==> src/rtl/scaler_read_seq.sv <==
// Read sequencer/arbiter for the scaler channel-read interface: two requesters share
// one high/low strobe sequence that returns a coherent {high, low} snapshot.
module scaler_read_seq #(
    parameter int HW        = 14,
    parameter int MAX_RETRY = 1
) (
    input  logic            clk,
    input  logic            rst_,
    input  logic            REQ0,
    input  logic            REQ1,
    input  logic [HW-1:0]   CHAT,
    input  logic [HW-1:0]   CHBT,
    output logic            RCHAT_,
    output logic            RCHBT_,
    output logic            ACK0,
    output logic            ACK1,
    output logic [2*HW-1:0] DOUT,
    output logic            ERR
);

    localparam int RW = (MAX_RETRY > 0) ? $clog2(MAX_RETRY + 1) : 1;

    typedef enum logic [2:0] {
        S_IDLE = 3'd0,
        S_RDH1 = 3'd1,
        S_RDL  = 3'd2,
        S_RDH2 = 3'd3,
        S_DONE = 3'd4
    } state_t;

    state_t          r_state;
    state_t          w_next;
    logic            r_gnt;
    logic            r_last;
    logic            w_gnt_sel;
    logic [RW-1:0]   r_retry;
    logic [HW-1:0]   r_hi;
    logic [HW-1:0]   r_lo;
    logic            w_match;
    logic            w_retry_ok;
    logic            r_rchat_n;
    logic            r_rchbt_n;
    logic            r_ack0;
    logic            r_ack1;
    logic            r_err;
    logic [2*HW-1:0] r_dout;
    logic            w_rchat_n;
    logic            w_rchbt_n;
    logic            w_ack0;
    logic            w_ack1;

    assign w_match    = (CHAT == r_hi);
    assign w_retry_ok = (r_retry < RW'(MAX_RETRY));

    assign RCHAT_ = r_rchat_n;
    assign RCHBT_ = r_rchbt_n;
    assign ACK0   = r_ack0;
    assign ACK1   = r_ack1;
    assign DOUT   = r_dout;
    assign ERR    = r_err;

    // Arbitration: on contention the port not served last wins.
    always_comb begin
        if (REQ0 && REQ1) begin
            w_gnt_sel = ~r_last;
        end else if (REQ1) begin
            w_gnt_sel = 1'b1;
        end else begin
            w_gnt_sel = 1'b0;
        end
    end

    // State register.
    always_ff @(posedge clk or negedge rst_) begin
        if (!rst_) begin
            r_state <= S_IDLE;
        end else begin
            r_state <= w_next;
        end
    end

    // Next-state logic; a high-half mismatch re-reads low and high while retries remain.
    always_comb begin
        w_next = r_state;
        case (r_state)
            S_IDLE: begin
                if (REQ0 || REQ1) begin
                    w_next = S_RDH1;
                end else begin
                    w_next = S_IDLE;
                end
            end
            S_RDH1: w_next = S_RDL;
            S_RDL:  w_next = S_RDH2;
            S_RDH2: begin
                if (!w_match && w_retry_ok) begin
                    w_next = S_RDL;
                end else begin
                    w_next = S_DONE;
                end
            end
            S_DONE:  w_next = S_IDLE;
            default: w_next = S_IDLE;
        endcase
    end

    // Output decode from the next state so strobes and ACK come straight from flops.
    always_comb begin
        w_rchat_n = 1'b1;
        w_rchbt_n = 1'b1;
        w_ack0    = 1'b0;
        w_ack1    = 1'b0;
        case (w_next)
            S_RDH1, S_RDH2: w_rchat_n = 1'b0;
            S_RDL:          w_rchbt_n = 1'b0;
            S_DONE: begin
                w_ack0 = ~r_gnt;
                w_ack1 = r_gnt;
            end
            default: begin
                w_rchat_n = 1'b1;
                w_rchbt_n = 1'b1;
            end
        endcase
    end

    // Registered strobes and ACK pulses.
    always_ff @(posedge clk or negedge rst_) begin
        if (!rst_) begin
            r_rchat_n <= 1'b1;
            r_rchbt_n <= 1'b1;
            r_ack0    <= 1'b0;
            r_ack1    <= 1'b0;
        end else begin
            r_rchat_n <= w_rchat_n;
            r_rchbt_n <= w_rchbt_n;
            r_ack0    <= w_ack0;
            r_ack1    <= w_ack1;
        end
    end

    // Snapshot datapath, grant/fairness bookkeeping and result registers.
    always_ff @(posedge clk or negedge rst_) begin
        if (!rst_) begin
            r_gnt   <= 1'b0;
            r_last  <= 1'b1;
            r_retry <= {RW{1'b0}};
            r_hi    <= {HW{1'b0}};
            r_lo    <= {HW{1'b0}};
            r_dout  <= {(2*HW){1'b0}};
            r_err   <= 1'b0;
        end else begin
            case (r_state)
                S_IDLE: begin
                    if (REQ0 || REQ1) begin
                        r_gnt   <= w_gnt_sel;
                        r_retry <= {RW{1'b0}};
                    end
                end
                S_RDH1: r_hi <= CHAT;
                S_RDL:  r_lo <= CHBT;
                S_RDH2: begin
                    if (w_match) begin
                        r_dout <= {r_hi, r_lo};
                        r_err  <= 1'b0;
                    end else if (w_retry_ok) begin
                        r_hi    <= CHAT;
                        r_retry <= r_retry + RW'(1);
                    end else begin
                        r_dout <= {CHAT, r_lo};
                        r_err  <= 1'b1;
                    end
                end
                S_DONE:  r_last <= r_gnt;
                default: r_last <= r_last;
            endcase
        end
    end

endmodule

==> config.mk <==
export PLATFORM = sky130hd
export DESIGN_NAME = scaler_read_seq
export DESIGN_NICKNAME = d
export VERILOG_FILES = /design/src/rtl/scaler_read_seq.sv
export SDC_FILE = /design/constraint.sdc
export NUM_CORES = 1
export LEC_CHECK = 0
export CAP_MARGIN = 10
export CELL_PAD_IN_SITES_DETAIL_PLACEMENT = 1
export CELL_PAD_IN_SITES_GLOBAL_PLACEMENT = 2
export CORE_MARGIN = 2
export CORE_UTILIZATION = 31
export DETAILED_ROUTE_END_ITERATION = 7
export PLACE_DENSITY = 0.73
export SETUP_SLACK_MARGIN = 0.3
export SLEW_MARGIN = 5
export SYNTH_ARGS = -nofsm -noshare
export SYNTH_HDL_FRONTEND = slang
export SYNTH_SLANG_ARGS = --single-unit
export TNS_END_PERCENT = 50
==> constraint.sdc <==
create_clock -name clk -period 2 [get_ports clk]
set_input_delay 0.5 -clock clk [delete_from_list [all_inputs] [get_ports clk]]
set_output_delay 0.5 -clock clk [all_outputs]
set_load 0.01 [all_outputs]
### After elaboration in Yosys (flattened, before gate mapping)

Cells that the tools add are included.
Widths: inputs -> output; s select.

* bits in registers: 67
* latch bits: 0
* memory bits (writable): 0
* memory bits (read-only): 0
* input port bits: 32
* word-level logic and storage cells: 61
* memories kept: 0

* add/sub/neg operators: 1
* multipliers: 0
* divide/modulo/power cells: 0
* $lt $le $gt $ge: 1
* equality and inequality tests: 13
* shifts and indexed selects: 0
* multiplexer cells: 20
* bitwise gates (word level): 2
* reduce and logical (&&, ||, !) cells: 12

Operators by type and width (number)
* $mux 28: 2
* $mux 14: 2
* $pmux 14 s2: 1
* $eq 14x14->1: 1
* $eq 3x2->1 const B: 4
* $mux 1: 12
* $pmux 3 s4: 1
* $ne 2x2->1 const B: 4
* $eq 3x1->1 const B: 2
* $eq 3x3->1 const B: 2
* $reduce_and 2->1: 2
* $reduce_and 4->1: 1
* $reduce_bool 2->1: 2
* $logic_not 3->1: 1
* $mux 3: 1
* $reduce_and 3->1: 1
* $logic_and 1x1->1: 2
* $not 1->1: 2
* $pmux 1 s2: 1
* $reduce_or 2->1: 1
* $add 1x1->1 const B: 1
* $logic_not 1->1: 1
* $logic_or 1x1->1: 1
* $lt 1x1->1 const B: 1

### Longest topological paths before layout

Gate-level depths: netlist of run 1.

* depth after elaboration: 8
* depth in mapped cells: 6
* depth with buffers taken out: 5

### Least setup slack after synthesis of run 1

Ideal clock, no wire load.

* kind: input -> register
* start point: in CHAT[8]
* end point: reg r_dout[10], in the netlist DOUT[10]
* setup time: 125 ps
* arrival: 1841 ps
* required time: 1875 ps
* path slack: 35 ps
* cell stages on the path: 6
* path buffers: 1
* cell sequence: xnor2_1 > nand4_1 > nor4_4 > o21a_2 > buf_4 > mux2_2

* word-level cells in the longest chain between the ends: 3

RTL lines
* start: declaration: RTL line 11 `input logic [HW-1:0] CHAT,`
* $eq 14x14->1 (*): RTL line 52 `assign w_match = (CHAT == r_hi);`
* $ne 2x2->1 (no line)
* $reduce_and 2->1 (no line)
* end signal: assignment: RTL line 150 `r_dout <= {(2*HW){1'b0}};`
* end signal: assignment: RTL line 164 `r_dout <= {r_hi, r_lo};`
* end signal: assignment: RTL line 170 `r_dout <= {CHAT, r_lo};`
* end: declaration: RTL line 46 `logic [2*HW-1:0] r_dout;`

Mark *: on every way between the ends. The rest lies on a longest branch, timed or not.
A chain may end at the register's enable or synchronous reset.

### Final worst setup path of run 1

* start point: in CHAT[11]
* end point: reg r_dout[2], in the netlist DOUT[2]

Same word-level chain as after synthesis.

==> reports/qor.yml, run 1 <==
swShare: 0.296
ys_seq_elements: 67
path_cells: "clkdlybuf4s15_2 -> xnor2_2 -> nand4_1 -> nor4_4 -> o21a_2 -> buf_6 -> buf_12 -> buf_12 -> mux2_4"
regToRegStartpoint: "r_hi[6]"
grt_overflow: 0
r2r-end: "DOUT[2]"
critPathMaxStageDelay_ns: 0.33
synth_top_family_by_area: "multiplexers"
cts.sinks: 67
seq_power_share: 0.353
gp_congestion: 0.693
rsz0062_at_grt: "yes"
cts_buffers: 9
p_comb_frac: 0.456
utilization: 0.489
violations: "setup timing"
clock.fmax_ghz: 0.485
p_leak_nw: 1.92
setup_ws_ns: -0.0619
synth_edf_count: 0
finalMaxSlewViolations: 0
antenna_found_initial: 0
critPathArrivalTime_ns: 2.28
cp.depth: 9
path_delay_family: "buffers and inverters"
synth_top_area_share: 0.591
synth_nets: 206
die-width_um: 97.5
finalHoldViolCount: 0
max_slew_margin: 0.762
cp_max_fo: 5
tns_ns: -1.45
ir_worst_vdd_mv: 0.605
synth_cell_types: 26
grt_pass1_wl_um: 10600
required_ns: 2.22
yosysMostFrequentCell: "dfrtp_1"
syn_avg_cell_area_um2: 15.6
setup.worst_path.start: "CHAT[11]"
routed_wl_um: 6410
start_kind: "input pin"
grt_usage: 0.144
netlist_area_um2: 2710
die_area_um2: 9500
cp-endpoint: "DOUT[2]"
cts_root_buf: "clkbuf_8"
synthSimpleGateAreaFrac: 0.0462
firstDrtPassIters: 4
path_class: "input pin to flip-flop"
postRouteAntennaNets: 0
die_h_um: 97.5
synth_compound_area_frac: 0.0217
cts_hold_buf: 0
synth_commonest_cells: "dfrtp_1 (64), mux2_2 (46), xnor2_1 (14)"
finalCritPeriodShare: 1.03
h-tree-depth: 3
worstSetupEndpointType: "flip-flop"
drv_cap: 0
synthXorXnorAreaFrac: 0.0453
fin_crit_ns: 2.06
slowest_stage: "nor4_4"
syn2layout_area_growth_pct: 55.2
clk_pin_slew_ns: 0.07
tightest_slew_ns: 0.357
power.switching_w: 0.00212
io_pins: 65
outcome: "finished with violations"
num_vias: 1770
clockBufferDepth: 2
synthCells: 174
wl_per_cell_um: 16.6
dp_hpwl_um: 3780
rrSetupSlack_ns: -0.06
setup_viol: 34
synth_area_leader_cell: "dfrtp_1"
io_buffers: 64
via_per_inst: 4.59
rr_worst_depth: 8
core_um2: 8590
hold_class: "input pin to async pin"
nets: 305
drc: 0
p_int_w: 0.00504
p_per_area_nw_per_um2: 1700
antennaDiodeCount: 0
async_flop_share: 1.00
p_clk_frac: 0.191
core.rowCount: 34
synth-main-ff-cell: "dfrtp_1"
ys_warn_count: 0
fin_skew_ns: 0.00782
synth.area.top_cells: "dfrtp_1 (59%), mux2_2 (19%), mux2_4 (5.0%), xnor2_1 (4.5%), dfstp_2 (2.9%)"
insertion_delay_ns: 0.34
drive_above_1_share: 0.432
drt_iter0_drc: 45
grt_max_degree: 68
initial_core_util: 0.315
yosys.area_share.adder: 0
worstPathBufferInverterCount: 4
ys_seq_area_frac: 0.620
cts_tree: "yes"
synthMuxAreaShare: 0.249
grt_pass1_vias: 1982
cp_common_cell: "buf_12"
## metal layers
metal | track usage | share of wire
met1 | 0.190 | 0.44
met2 | 0.221 | 0.47
met3 | 0.0439 | 0.064
met4 | 0.0588 | 0.020
met5 | 0 | 0
## cells in the final DEF (no fill, tap or decap), drive strengths merged, types with 4 or more instances in the layout
master / synthesis / final
nor2: 4 / 4
clkdlybuf4s50: 0 / 16
mux2: 57 / 57
dfrtp: 64 / 64
buf: 5 / 29
xnor2: 14 / 14
dlygate4sd2: 0 / 40
clkbuf: 0 / 13
nand2: 7 / 7
clkdlybuf4s15: 0 / 6
## kinds of logic after synthesis
| family | count (synthesis) |
|---|---|
| flops | 67 |
| buf+inv | 7 |
| simple gates | 21 |
| xor+xnor | 14 |
| compound gates | 8 |
| mux | 57 |
## power by group through the flow
stage	sequential, W	combinational, W	clock (W)
floorplan	0.00259	0.00162	0
global placement	0.00252	0.00276	0
detailed placement	0.00254	0.00282	0
CTS	0.00253	0.00325	0.00141
global route	0.00263	0.00349	0.00147
finish	0.00252	0.00327	0.00137
## what timing repair did
item,in CTS,in global routing
cloned,4,0
pin swaps,11,10
resized for setup,91,10
setup endpoints to repair,82,49
buffers inserted,9,3
## flip-flops by register name, indices dropped and copies added, names as in the netlist
| signal | cells |
|---|---|
| r_lo | 14 |
| r_state | 3 |
| r_gnt | 1 |
| RCHBT_ | 1 |
| r_retry | 1 |
| r_hi | 14 |
| r_last | 1 |
| RCHAT_ | 1 |
| ACK1 | 1 |
| ACK0 | 1 |
| DOUT | 28 |
| ERR | 1 |
## layout make-up
| cell class | instances | area [um2] |
|---|---|---|
| clock inverters | 5 | 100 |
| well taps | 108 | 135 |
| multi-input cells | 100 | 1160 |
| repair buffers | 93 | 983 |
| inverters | 2 | 7.51 |
| fillers | 856 | 4390 |
| clock buffers | 11 | 141 |
| flip-flops and latches | 67 | 1680 |
## how the worst min path moves through the flow
stage / startpoint / end / slack (ns) / depth (start not counted)
finish: rst_ / DOUT[24] / 0.17 / 2
global route: rst_ / r_hi[3] / 0.19 / 2
CTS: rst_ / r_lo[0] / 0.18 / 2
detailed placement: r_gnt / ACK0 / 0.47 / 1
global placement: r_gnt / ACK0 / 0.46 / 1
floorplan: rst_ / ACK0 / 0.20 / 0
## metrics by stage
| stage | hold WS, ns | setup slack (ns) | power (W) | area (um2) | cells |
|---|---|---|---|---|---|
| 2_1_floorplan | 0.204 | 0.0403 | 0.00421 | 2780 | 174 |
| 6_report | 0.171 | -0.0619 | 0.00716 | 4210 | 386 |
| 3_3_place_gp | 0.456 | -0.561 | 0.00528 | 3650 | 354 |
| 4_1_cts | 0.182 | -0.0123 | 0.00720 | 4170 | 383 |
| 3_5_place_dp | 0.475 | -0.630 | 0.00536 | 3650 | 354 |
| 5_1_grt | 0.191 | -0.173 | 0.00759 | 4210 | 386 |
(Power assumes the default switching activity.)
==> inputs of run 2 (changes only) <==
--- a/config.mk
+++ b/config.mk
@@ -10,6 +10,7 @@
 export CELL_PAD_IN_SITES_GLOBAL_PLACEMENT = 2
 export CORE_MARGIN = 2
 export CORE_UTILIZATION = 31
+export CTS_CLUSTER_SIZE = 28
 export DETAILED_ROUTE_END_ITERATION = 7
 export PLACE_DENSITY = 0.73
 export SETUP_SLACK_MARGIN = 0.3
==> results of run 2 <==
Final layout, timing and power as in run 1 (identical DEF).
==> inputs of run 3 (changes only) <==
--- a/config.mk
+++ b/config.mk
@@ -8,7 +8,7 @@
 export CAP_MARGIN = 10
 export CELL_PAD_IN_SITES_DETAIL_PLACEMENT = 1
 export CELL_PAD_IN_SITES_GLOBAL_PLACEMENT = 2
-export CORE_MARGIN = 2
+export CORE_MARGIN = 8
 export CORE_UTILIZATION = 31
 export CTS_CLUSTER_SIZE = 28
 export DETAILED_ROUTE_END_ITERATION = 7
==> reports/qor.yml, run 3 (synthesized netlist as in run 1, its figures left out) <==
p_comb_frac: 0.461
cp-endpoint: "DOUT[10]"
fin_skew_ns: 0.00498
drive_above_1_share: 0.407
tightest_slew_ns: 0.368
drv_cap: 0
largest_reg_flops: 28
grt_pass1_wl_um: 10300
start_kind: "input pin"
gp_congestion: 0.708
grt_usage: 0.112
layout_commonest_cell: "dfrtp_1"
grt_pass1_vias: 1973
postRouteAntennaNets: 0
h-tree-depth: 3
timing.hold.ws_ns: 0.178
syn2layout_area_growth_pct: 54.6
seq_power_share: 0.369
drt_iter0_drc: 58
layout_common_cells: "dfrtp_1 (64), mux2_4 (37), dlymetal6s2s_1 (33)"
place_area_um2: 3690
antenna_found_initial: 0
grt_max_degree: 68
io_pins: 65
p_per_area_nw_per_um2: 1630
setup_viol: 3
p_clk_frac: 0.170
rrSetupSlack_ns: 0.02
die-width_um: 109
swShare: 0.296
r2r-end: "DOUT[10]"
dp_slack_ns: -0.585
finalInstanceArea_um2: 4190
finalMaxSlewViolations: 0
setup_ws_ns: -0.00321
hold_class: "input pin to async pin"
clock.fmax_ghz: 0.499
fin_crit_ns: 2.00
rsz0062_at_grt: "yes"
initial_core_util: 0.315
cts_hold_buf: 0
clk_pin_slew_ns: 0.07
p_int_w: 0.00480
clockBufferDepth: 2
path_class: "input pin to flip-flop"
nets: 300
finalHoldViolCount: 0
core.rowCount: 34
routed_wl_um: 6360
via_per_inst: 4.55
drc: 0
critPathArrivalTime_ns: 2.22
violations: "setup timing"
dp_hpwl_um: 4160
regToRegStartpoint: "r_hi[13]"
cp_max_fo: 7
num_vias: 1734
antennaDiodeCount: 0
core_um2: 8590
outcome: "finished with violations"
p_leak_nw: 2.12
cts.sinks: 67
insertion_delay_ns: 0.33
setup.worst_path.start: "CHAT[2]"
max_slew_margin: 0.754
cts_tree: "yes"
io_buffers: 64
ir_worst_vdd_mv: 0.571
wl_per_cell_um: 16.7
cts_root_buf: "clkbuf_8"
worstSetupEndpointType: "flip-flop"
cts_buffers: 9
finalCritPeriodShare: 1.00
grt_overflow: 0
firstDrtPassIters: 4
die_h_um: 109
required_ns: 2.21
die_area_um2: 12000
power.switching_w: 0.00202
rr_worst_depth: 7
-- run 3: layout make-up --
| class | count | area (um2) |
|---|---|---|
| inverters | 2 | 7.51 |
| fillers | 842 | 4400 |
| well taps | 108 | 135 |
| repair buffers | 88 | 1020 |
| clock buffers | 14 | 173 |
| flip-flops and latches | 67 | 1680 |
| multi-input cells | 100 | 1140 |
| clock inverters | 2 | 35.0 |
-- run 3: metal layers --
| layer | wire length (um) | track usage | up-vias |
|---|---|---|---|
| li1 | - | - | 793 |
| met1 | 2980 | 0.144 | 880 |
| met2 | 2760 | 0.165 | 54 |
| met3 | 529 | 0.0440 | 7 |
| met4 | 85 | 0.0463 | 0 |
| met5 | 0 | 0 | - |
-- run 3: timing repair --
| action | 4_1_cts | 5_1_grt |
|---|---|---|
| buffers inserted | 4 | 1 |
| setup endpoints to repair | 82 | 80 |
| pin swaps | 13 | 2 |
| cloned | 2 | 0 |
| resized for setup | 48 | 35 |
-- run 3: how the worst min path moves through the flow --
stage,depth (start not counted),to,start,slack (ns)
2_1_floorplan,0,ACK0,rst_,0.20
3_3_place_gp,1,ACK0,r_gnt,0.45
3_5_place_dp,1,ACK0,r_gnt,0.48
4_1_cts,2,DOUT[21],rst_,0.19
5_1_grt,2,DOUT[15],rst_,0.20
6_report,2,DOUT[15],rst_,0.18
-- run 3: through the flow --
step	instances	total power, W	setup TNS [ns]	utilization
6_report	381	0.00681	-0.00389	0.487
5_1_grt	381	0.00725	-1.49	0.487
4_1_cts	380	0.00702	0	0.476
3_5_place_dp	358	0.00542	-24.46	0.429
3_3_place_gp	358	0.00534	-22.51	0.429
2_1_floorplan	174	0.00421	0	-
-- run 3: power by group through the flow --
| stage | Clock (W) | Sequential (W) | Combinational, W |
|---|---|---|---|
| floorplan | 0 | 0.00259 | 0.00162 |
| global placement | 0 | 0.00252 | 0.00283 |
| detailed placement | 0 | 0.00254 | 0.00288 |
| CTS | 0.00121 | 0.00254 | 0.00328 |
| global route | 0.00126 | 0.00261 | 0.00338 |
| finish | 0.00116 | 0.00251 | 0.00314 |
-- run 3: worst max-delay path: stages --
cell           delay, ns
dlygate4sd2_1       0.30
xnor2_2             0.13
nand4_1             0.14
nor4_4              0.36
o21a_4              0.22
buf_12              0.13
buf_12              0.13
mux2_4              0.30
